$ cat src/rtl/uart_program_loader.sv
// uart_program_loader: packs a UART byte stream (LEN_HI, LEN_LO, N big-endian words) into instruction RAM.
// Holds the CPU in reset while loading. Define CHECKSUM_EN to require a trailing XOR checksum byte.

module uart_program_loader #(
   parameter int unsigned ADDR_W      = 14,
   parameter int unsigned TIMEOUT_CYC = 2000000
) (
   input  logic              clock,
   input  logic              reset,
   input  logic              load_start,
   input  logic              rx_valid,
   input  logic [7:0]        rx_data,
   output logic              rx_ready,
   output logic              prog_wen,
   output logic [ADDR_W-1:0] prog_addr,
   output logic [31:0]       prog_wdata,
   output logic              cpu_hold,
   output logic              load_done,
   output logic              load_err,
   output logic [15:0]       words_loaded
);

   localparam int unsigned      MAX_WORDS = 2 ** ADDR_W;
   localparam int unsigned      TMO_W     = $clog2(TIMEOUT_CYC + 1);
   localparam logic [TMO_W-1:0] TMO_LAST  = TMO_W'(TIMEOUT_CYC - 1);

   typedef enum logic [2:0] {
      S_IDLE,
      S_LEN_HI,
      S_LEN_LO,
      S_DATA,
      S_WRITE,
      S_CHK,
      S_DONE
   } state_t;

   // Where the frame goes once the last word (or an empty count) is through.
`ifdef CHECKSUM_EN
   localparam state_t TAIL    = S_CHK;
   localparam logic   TAIL_RX = 1'b1;
`else
   localparam state_t TAIL    = S_DONE;
   localparam logic   TAIL_RX = 1'b0;
`endif

   state_t           state;
   logic [15:0]      count;
   logic [1:0]       byte_idx;
   logic [TMO_W-1:0] tmo_cnt;
`ifdef CHECKSUM_EN
   logic [7:0]       csum;
`endif

   logic        accept;
   logic [15:0] len_full;
   logic [15:0] words_next;

   assign accept     = rx_valid & rx_ready;
   assign len_full   = {count[15:8], rx_data};
   assign words_next = words_loaded + 16'd1;

   always_ff @(posedge clock or posedge reset) begin
      if (reset) begin
         state        <= S_IDLE;
         count        <= '0;
         byte_idx     <= '0;
         tmo_cnt      <= '0;
         rx_ready     <= 1'b0;
         prog_wen     <= 1'b0;
         prog_addr    <= '0;
         prog_wdata   <= '0;
         cpu_hold     <= 1'b0;
         load_done    <= 1'b0;
         load_err     <= 1'b0;
         words_loaded <= '0;
`ifdef CHECKSUM_EN
         csum         <= '0;
`endif
      end else begin
         prog_wen  <= 1'b0;
         load_done <= 1'b0;

         // Inter-byte timeout; only runs while a byte is expected and never coincides with an accept.
         if (rx_ready) begin
            if (accept) begin
               tmo_cnt <= '0;
            end else if (tmo_cnt == TMO_LAST) begin
               state     <= S_DONE;
               rx_ready  <= 1'b0;
               load_err  <= 1'b1;
               load_done <= 1'b1;
               tmo_cnt   <= '0;
            end else begin
               tmo_cnt <= tmo_cnt + TMO_W'(1);
            end
         end

`ifdef CHECKSUM_EN
         if (accept) csum <= csum ^ rx_data;
`endif

         case (state)
            S_IDLE: begin
               if (load_start) begin
                  state        <= S_LEN_HI;
                  cpu_hold     <= 1'b1;
                  load_err     <= 1'b0;
                  words_loaded <= '0;
                  prog_addr    <= '0;
                  rx_ready     <= 1'b1;
                  tmo_cnt      <= '0;
                  byte_idx     <= '0;
`ifdef CHECKSUM_EN
                  csum         <= '0;
`endif
               end
            end
            S_LEN_HI: begin
               if (accept) begin
                  count[15:8] <= rx_data;
                  state       <= S_LEN_LO;
               end
            end
            S_LEN_LO: begin
               if (accept) begin
                  count[7:0] <= rx_data;
                  if (len_full == 16'd0) begin
                     state     <= TAIL;
                     rx_ready  <= TAIL_RX;
                     load_done <= ~TAIL_RX;
                  end else if (32'(len_full) > MAX_WORDS) begin
                     state     <= S_DONE;
                     rx_ready  <= 1'b0;
                     load_err  <= 1'b1;
                     load_done <= 1'b1;
                  end else begin
                     state    <= S_DATA;
                     byte_idx <= '0;
                  end
               end
            end
            S_DATA: begin
               if (accept) begin
                  case (byte_idx)
                     2'd0:    prog_wdata[31:24] <= rx_data;
                     2'd1:    prog_wdata[23:16] <= rx_data;
                     2'd2:    prog_wdata[15:8]  <= rx_data;
                     default: prog_wdata[7:0]   <= rx_data;
                  endcase
                  byte_idx <= byte_idx + 2'd1;
                  if (byte_idx == 2'd3) begin
                     state    <= S_WRITE;
                     prog_wen <= 1'b1;
                     rx_ready <= 1'b0;
                  end
               end
            end
            S_WRITE: begin
               prog_addr    <= prog_addr + ADDR_W'(1);
               words_loaded <= words_next;
               if (words_next == count) begin
                  state     <= TAIL;
                  rx_ready  <= TAIL_RX;
                  load_done <= ~TAIL_RX;
               end else begin
                  state    <= S_DATA;
                  rx_ready <= 1'b1;
               end
            end
`ifdef CHECKSUM_EN
            S_CHK: begin
               if (accept) begin
                  if (rx_data != csum) load_err <= 1'b1;
                  state     <= S_DONE;
                  rx_ready  <= 1'b0;
                  load_done <= 1'b1;
               end
            end
`endif
            S_DONE: begin
               cpu_hold <= 1'b0;
               state    <= S_IDLE;
            end
            default: begin
               state    <= S_IDLE;
               rx_ready <= 1'b0;
            end
         endcase
      end
   end

endmodule
$ cat config.mk
export PLATFORM = sky130hd
export DESIGN_NAME = uart_program_loader
export DESIGN_NICKNAME = d
export VERILOG_FILES = /design/src/rtl/uart_program_loader.sv
export SDC_FILE = /design/constraint.sdc
export NUM_CORES = 1
export LEC_CHECK = 0
export ABC_AREA = 1
export CORE_MARGIN = 4
export CORE_UTILIZATION = 37
export CTS_CLUSTER_SIZE = 14
export DETAILED_ROUTE_END_ITERATION = 10
export MAX_ROUTING_LAYER = met4
export SLEW_MARGIN = 20
export SYNTH_ARGS = -nofsm -noshare
export SYNTH_HDL_FRONTEND = slang
export SYNTH_SLANG_ARGS = --single-unit
$ cat constraint.sdc
create_clock -name clock -period 3.47 [get_ports clock]
set_clock_uncertainty 0.15 [all_clocks]
set_input_delay 0.5205 -clock clock [delete_from_list [all_inputs] [get_ports clock]]
set_output_delay 0.5205 -clock clock [all_outputs]
set_load 0.01 [all_outputs]
### Word-level counts from Yosys, hierarchy flattened

Index checks and enable logic that the tools add are counted.
Widths: inputs -> output; s select.

* input bits: 12
* register bits after elaboration: 109

* reductions and logical operators: 17
* bitwise operators: 2
* equality and inequality tests: 15
* add/sub/neg operators: 4
* $lt $le $gt $ge: 1
* muxes and demuxes: 59

Operators with widths (number)
* $mux 21: 5
* $mux 3: 11
* $pmux 16 s2: 1
* $mux 1: 28
* $pmux 14 s2: 1
* $add 21x1->21 const B: 1
* $eq 21x21->1 const B: 1
* $add 16x1->16 const B: 1
* $eq 16x16->1: 1
* $gt 16x15->1 const B: 1
* $logic_not 16->1: 1
* $mux 16: 1
* $pmux 3 s5: 1
* $add 14x1->14 const B: 1
* $mux 14: 1
* $reduce_and 3->1: 4
* $mux 2: 5
* $ne 2x2->1 const B: 5
* $reduce_and 2->1: 4
* $eq 3x2->1 const B: 2
* $eq 3x3->1 const B: 2
* $pmux 1 s2: 3
* $pmux 2 s3: 1
* $reduce_and 6->1: 1
* 13 further kinds: 15

### Logic depth before layout (Yosys ltp)

* depth after elaboration: 8
* gate-level depth with buffers: 15

### Least setup slack after synthesis

OpenSTA, ideal clock, no wires.

* path type: reg-to-reg
* start point: reg words_loaded[0]
* end point: reg rx_ready
* data arrival time: 1.598 ns
* library setup time: 0.119 ns
* stages on the path, launching flop included: 14
* buffers on the path: 0
* path slack: 1.603 ns
* cells stage by stage: dfrtp_1 -> ha_1 -> nand2_2 -> nor2_4 -> nand2_1 -> nand2_1 -> nand2_1 -> nand2_1 -> nand2_1 -> nand3b_1 -> nor2_2 -> nand2_1 -> nand2_1 -> nand2_1

* longest elaborated chain between the ends: 4

Ends and longest elaborated chain
* start: declaration: RTL line 20 `output logic [15:0] words_loaded`
* start signal: assignment: RTL line 160 `words_loaded <= words_next;`
* $add 16x1->16: RTL line 60 `assign words_next = words_loaded + 16'd1;`
* $eq 16x16->1: RTL line 161 `if (words_next == count) begin`
* $mux 1: RTL line 161
* $pmux 1 s5: RTL line 102 `case (state)`
* end signal: assignment: RTL line 68 `rx_ready <= 1'b0;`
* end signal: assignment: RTL line 163 `rx_ready <= TAIL_RX;`
* end signal: assignment: RTL line 167 `rx_ready <= 1'b1;`
* end: declaration: RTL line 13 `output logic rx_ready,`

Every way passes these cells.
A chain may end at the register's enable or synchronous reset.

### Worst setup path after layout

* start point: reg rx_ready
* end point: out rx_ready

RTL lines
* start signal: assignment: RTL line 68
* start signal: assignment: RTL line 89 `rx_ready <= 1'b0;`
* start signal: assignment: RTL line 110 `rx_ready <= 1'b1;`

No word-level cell between the ends.

==> results by group <==
Outcome
  • Outcome: complete, no violations

Critical path
  • Worst path bufs/invs: 1
  • Reg-to-reg startpoint: tmo_cnt[0]
  • Worst reg2reg path endpoint: tmo_cnt[19]
  • Worst path depth: 1
  • CP cell instances: clkdlybuf4s50_1
  • CP max stage cell: dfrtp_1
  • Reg2reg setup slack: about 1.2 ns
  • Startpoint types: flop
  • R2R cell count: 13
  • Top delay family on crit path: flip-flops
  • Critical-path maximum fanout: 18
  • CP Capture Type: output pin
  • Largest stage delay, worst path: about 0.75 ns
  • End point of the critical path: rx_ready
  • Critical Path RT: between 2 and 3 ns
  • Setup CP Type: reg -> out
  • CP Launch Point: rx_ready
  • CP arrival: 1.76 ns

Floorplanning
  • Floorplan die height: 132 um
  • Core area: 14800 um^2
  • Initial core utilization: between 30% and 40%
  • FP Rows: 44
  • I/O pins: 79
  • Die area: 17400 um^2
  • DIE WIDTH: ~130 um

Logic synthesis
  • Register area share after synthesis: about half
  • Mapped Area: 5670 um^2
  • Post-synth EDFFs: 0
  • Post-synth ARST share: 100%
  • Post-synthesis cell type count: 37
  • FF+latch count, synth: 109
  • Mapped Cells: roughly 730
  • Post-synthesis net count: 752
  • Syn Area/Cell: 7.73 um^2
  • Synth warn: 0
  • Primary FF master, synth: dfrtp_1

Power
  • Post-route total power: 4070 uW
  • VDD IR max: 0.388 mV
  • P per Cell Area: approximately 580 nW/um^2
  • Lkg Pwr: 0.00316 uW

Layout
  • Area grow syn2layout: 23.7%
  • Fin nets: approximately 830
  • Ratio of cells with drive above 1 in the final layout: ~7%
  • Leading cell type in the layout, fill and taps excluded: nand2_1
  • Storage cell area: 2730 um^2
  • Design area: 7010 um^2
  • # fillers: 1464
  • Antenna Cells: 0
  • Commonest cells after routing, fill and taps aside: 202 x nand2_1, 109 x dfrtp_1, 89 x inv_1, 78 x clkdlybuf4s50_1, 73 x nor2_1
  • Multi-input gate area: 2510 um^2

Clock tree
  • CTS tree: done
  • Clock slew at reported path FFs: 0.07 ns
  • PostCTS Resize Cnt: 0
  • Num CTS Buffers: 9
  • Buffer depth of the longest clock path: 2
  • Hold Buf Count CTS: 0
  • Clock sink count: 109
  • # Post-CTS Setup Buffers: 0
  • CTS Root Cell: clkbuf_16
  • Skew-Pair Late Insertion Delay: approximately 0.36 ns
  • # H-tree levels: 3

Global routing
  • GRT Total Usage: 18.0%
  • Initial antenna violation count: 0
  • Vias in the first global route: 4968
  • Overflow after GRT: 0
  • First-pass GRT wire length: between 20000 and 25000 um
  • Largest net degree at the start of global routing: 37

Timing
  • Hold slack: 0.332 ns
  • Slew HR: 53.3%
  • Count of final setup violators: 0
  • Fin. Hold Viols: 0
  • Final min period: 2.43 ns
  • Pins Over Slew Limit: 0
  • Max Clk Rate: 412 MHz
  • Tcrit/Tclk final: 70.0%
  • RSZ-0062 raised after global routing: false
  • Fin Setup TNS: 0 ns
  • Worst-margin pin slew: between 0.6 and 0.7 ns

Job
  • Maxcap violations: 0

Placed design
  • Gpl congestion: 0.930
  • Post-place instance area: ~6700 um^2
  • DPL Wire Length: 10900 um
  • Port Buf Inserts: 78

Detailed routing
  • Drc violations: 0
  • Routed Antenna Nets: 0
  • Wirelength, routed: 14600 um
  • Vias: a little over 5000
  • DR pass1 iterations: 5
  • First DRT Iteration DRCs: 350
  • Routed vias/inst: between 5 and 6
  • Wirelength per Cell: 14.6 um

Worst hold path
  • Min-delay src: prog_addr[13]
  • Worst hold path type: reg -> reg
synthesized netlist by cell type, types with 3 or more instances:
cell,number,share of area [%]
a211oi_1,3,0.40
a21oi_1,11,0.97
a22o_1,3,0.46
buf_2,5,0.44
clkbuf_1,6,0.40
dfrtp_1,109,48
ha_1,7,1.5
inv_1,90,6.0
inv_2,9,0.60
nand2_1,202,13
nand2_2,8,0.88
nand3_1,46,4.1
nand3b_1,3,0.40
nand4_1,13,1.4
nor2_1,73,4.8
nor2_2,8,0.88
nor2_4,7,1.4
nor3_1,10,0.88
o21ai_0,69,6.1
o21ai_1,4,0.35
o22ai_1,14,1.5
xnor2_1,3,0.46
xor2_1,13,2.0
flip-flops by register name (all words and copies together) (netlist names), 2 cells and up:
signal and count:
prog_wdata 32, tmo_cnt 21, count 16, words_loaded 16, prog_addr 14, state 3, byte_idx 2
final cells by class:
type,count,share of cell area [%]
sequential,109,38.9
multi-input combinational,512,35.8
timing repair buffer,82,11.7
inverter,99,5.36
clock buffer,10,3.41
tap,184,3.28
clock inverter,5,1.54
power by group:
part / total, uW / leakage (uW) / switching, uW / internal (uW)
clock network: 1200 / 0.000169 / 479 / 726
registers: 1730 / 0.00147 / 228 / 1500
logic: 1140 / 0.00152 / 678 / 461
cell families (layout without fill, tap and decap cells):
family	after synthesis	in the layout	share of synthesized area, %
compound gates	111	111	10.8
mux	1	1	0.177
simple gates	377	377	29.2
buf+inv	112	196	7.66
fa+ha+maj	7	7	1.55
xor+xnor	16	16	2.47
flops	109	109	48.1
worst min-delay path by stage:
stage          depth (start not counted)        endpoint
2_1_floorplan                          2        count[1]
3_3_place_gp                           1   prog_addr[13]
3_5_place_dp                           2  prog_wdata[13]
4_1_cts                                1   prog_addr[13]
5_1_grt                                1   prog_addr[13]
6_report                               1   prog_addr[13]
metrics by stage:
stage	setup WS [ns]	cells	utilization (%)
after floorplan	1.48	733	-
after global placement	0.996	986	45.2
after detailed placement	0.956	986	45.2
after CTS	1.01	1001	47.5
after global routing	0.926	1001	47.5
final	1.04	1001	47.5
layer usage:
layer | global-route usage [%] | part of all wire, %
met3 | 4.31 | 4.3
met1 | 24.8 | 48
met4 | 3.97 | 1.2
met5 | - | 0
met2 | 27.2 | 46
No activity file was read; power rests on OpenSTA's default activity.
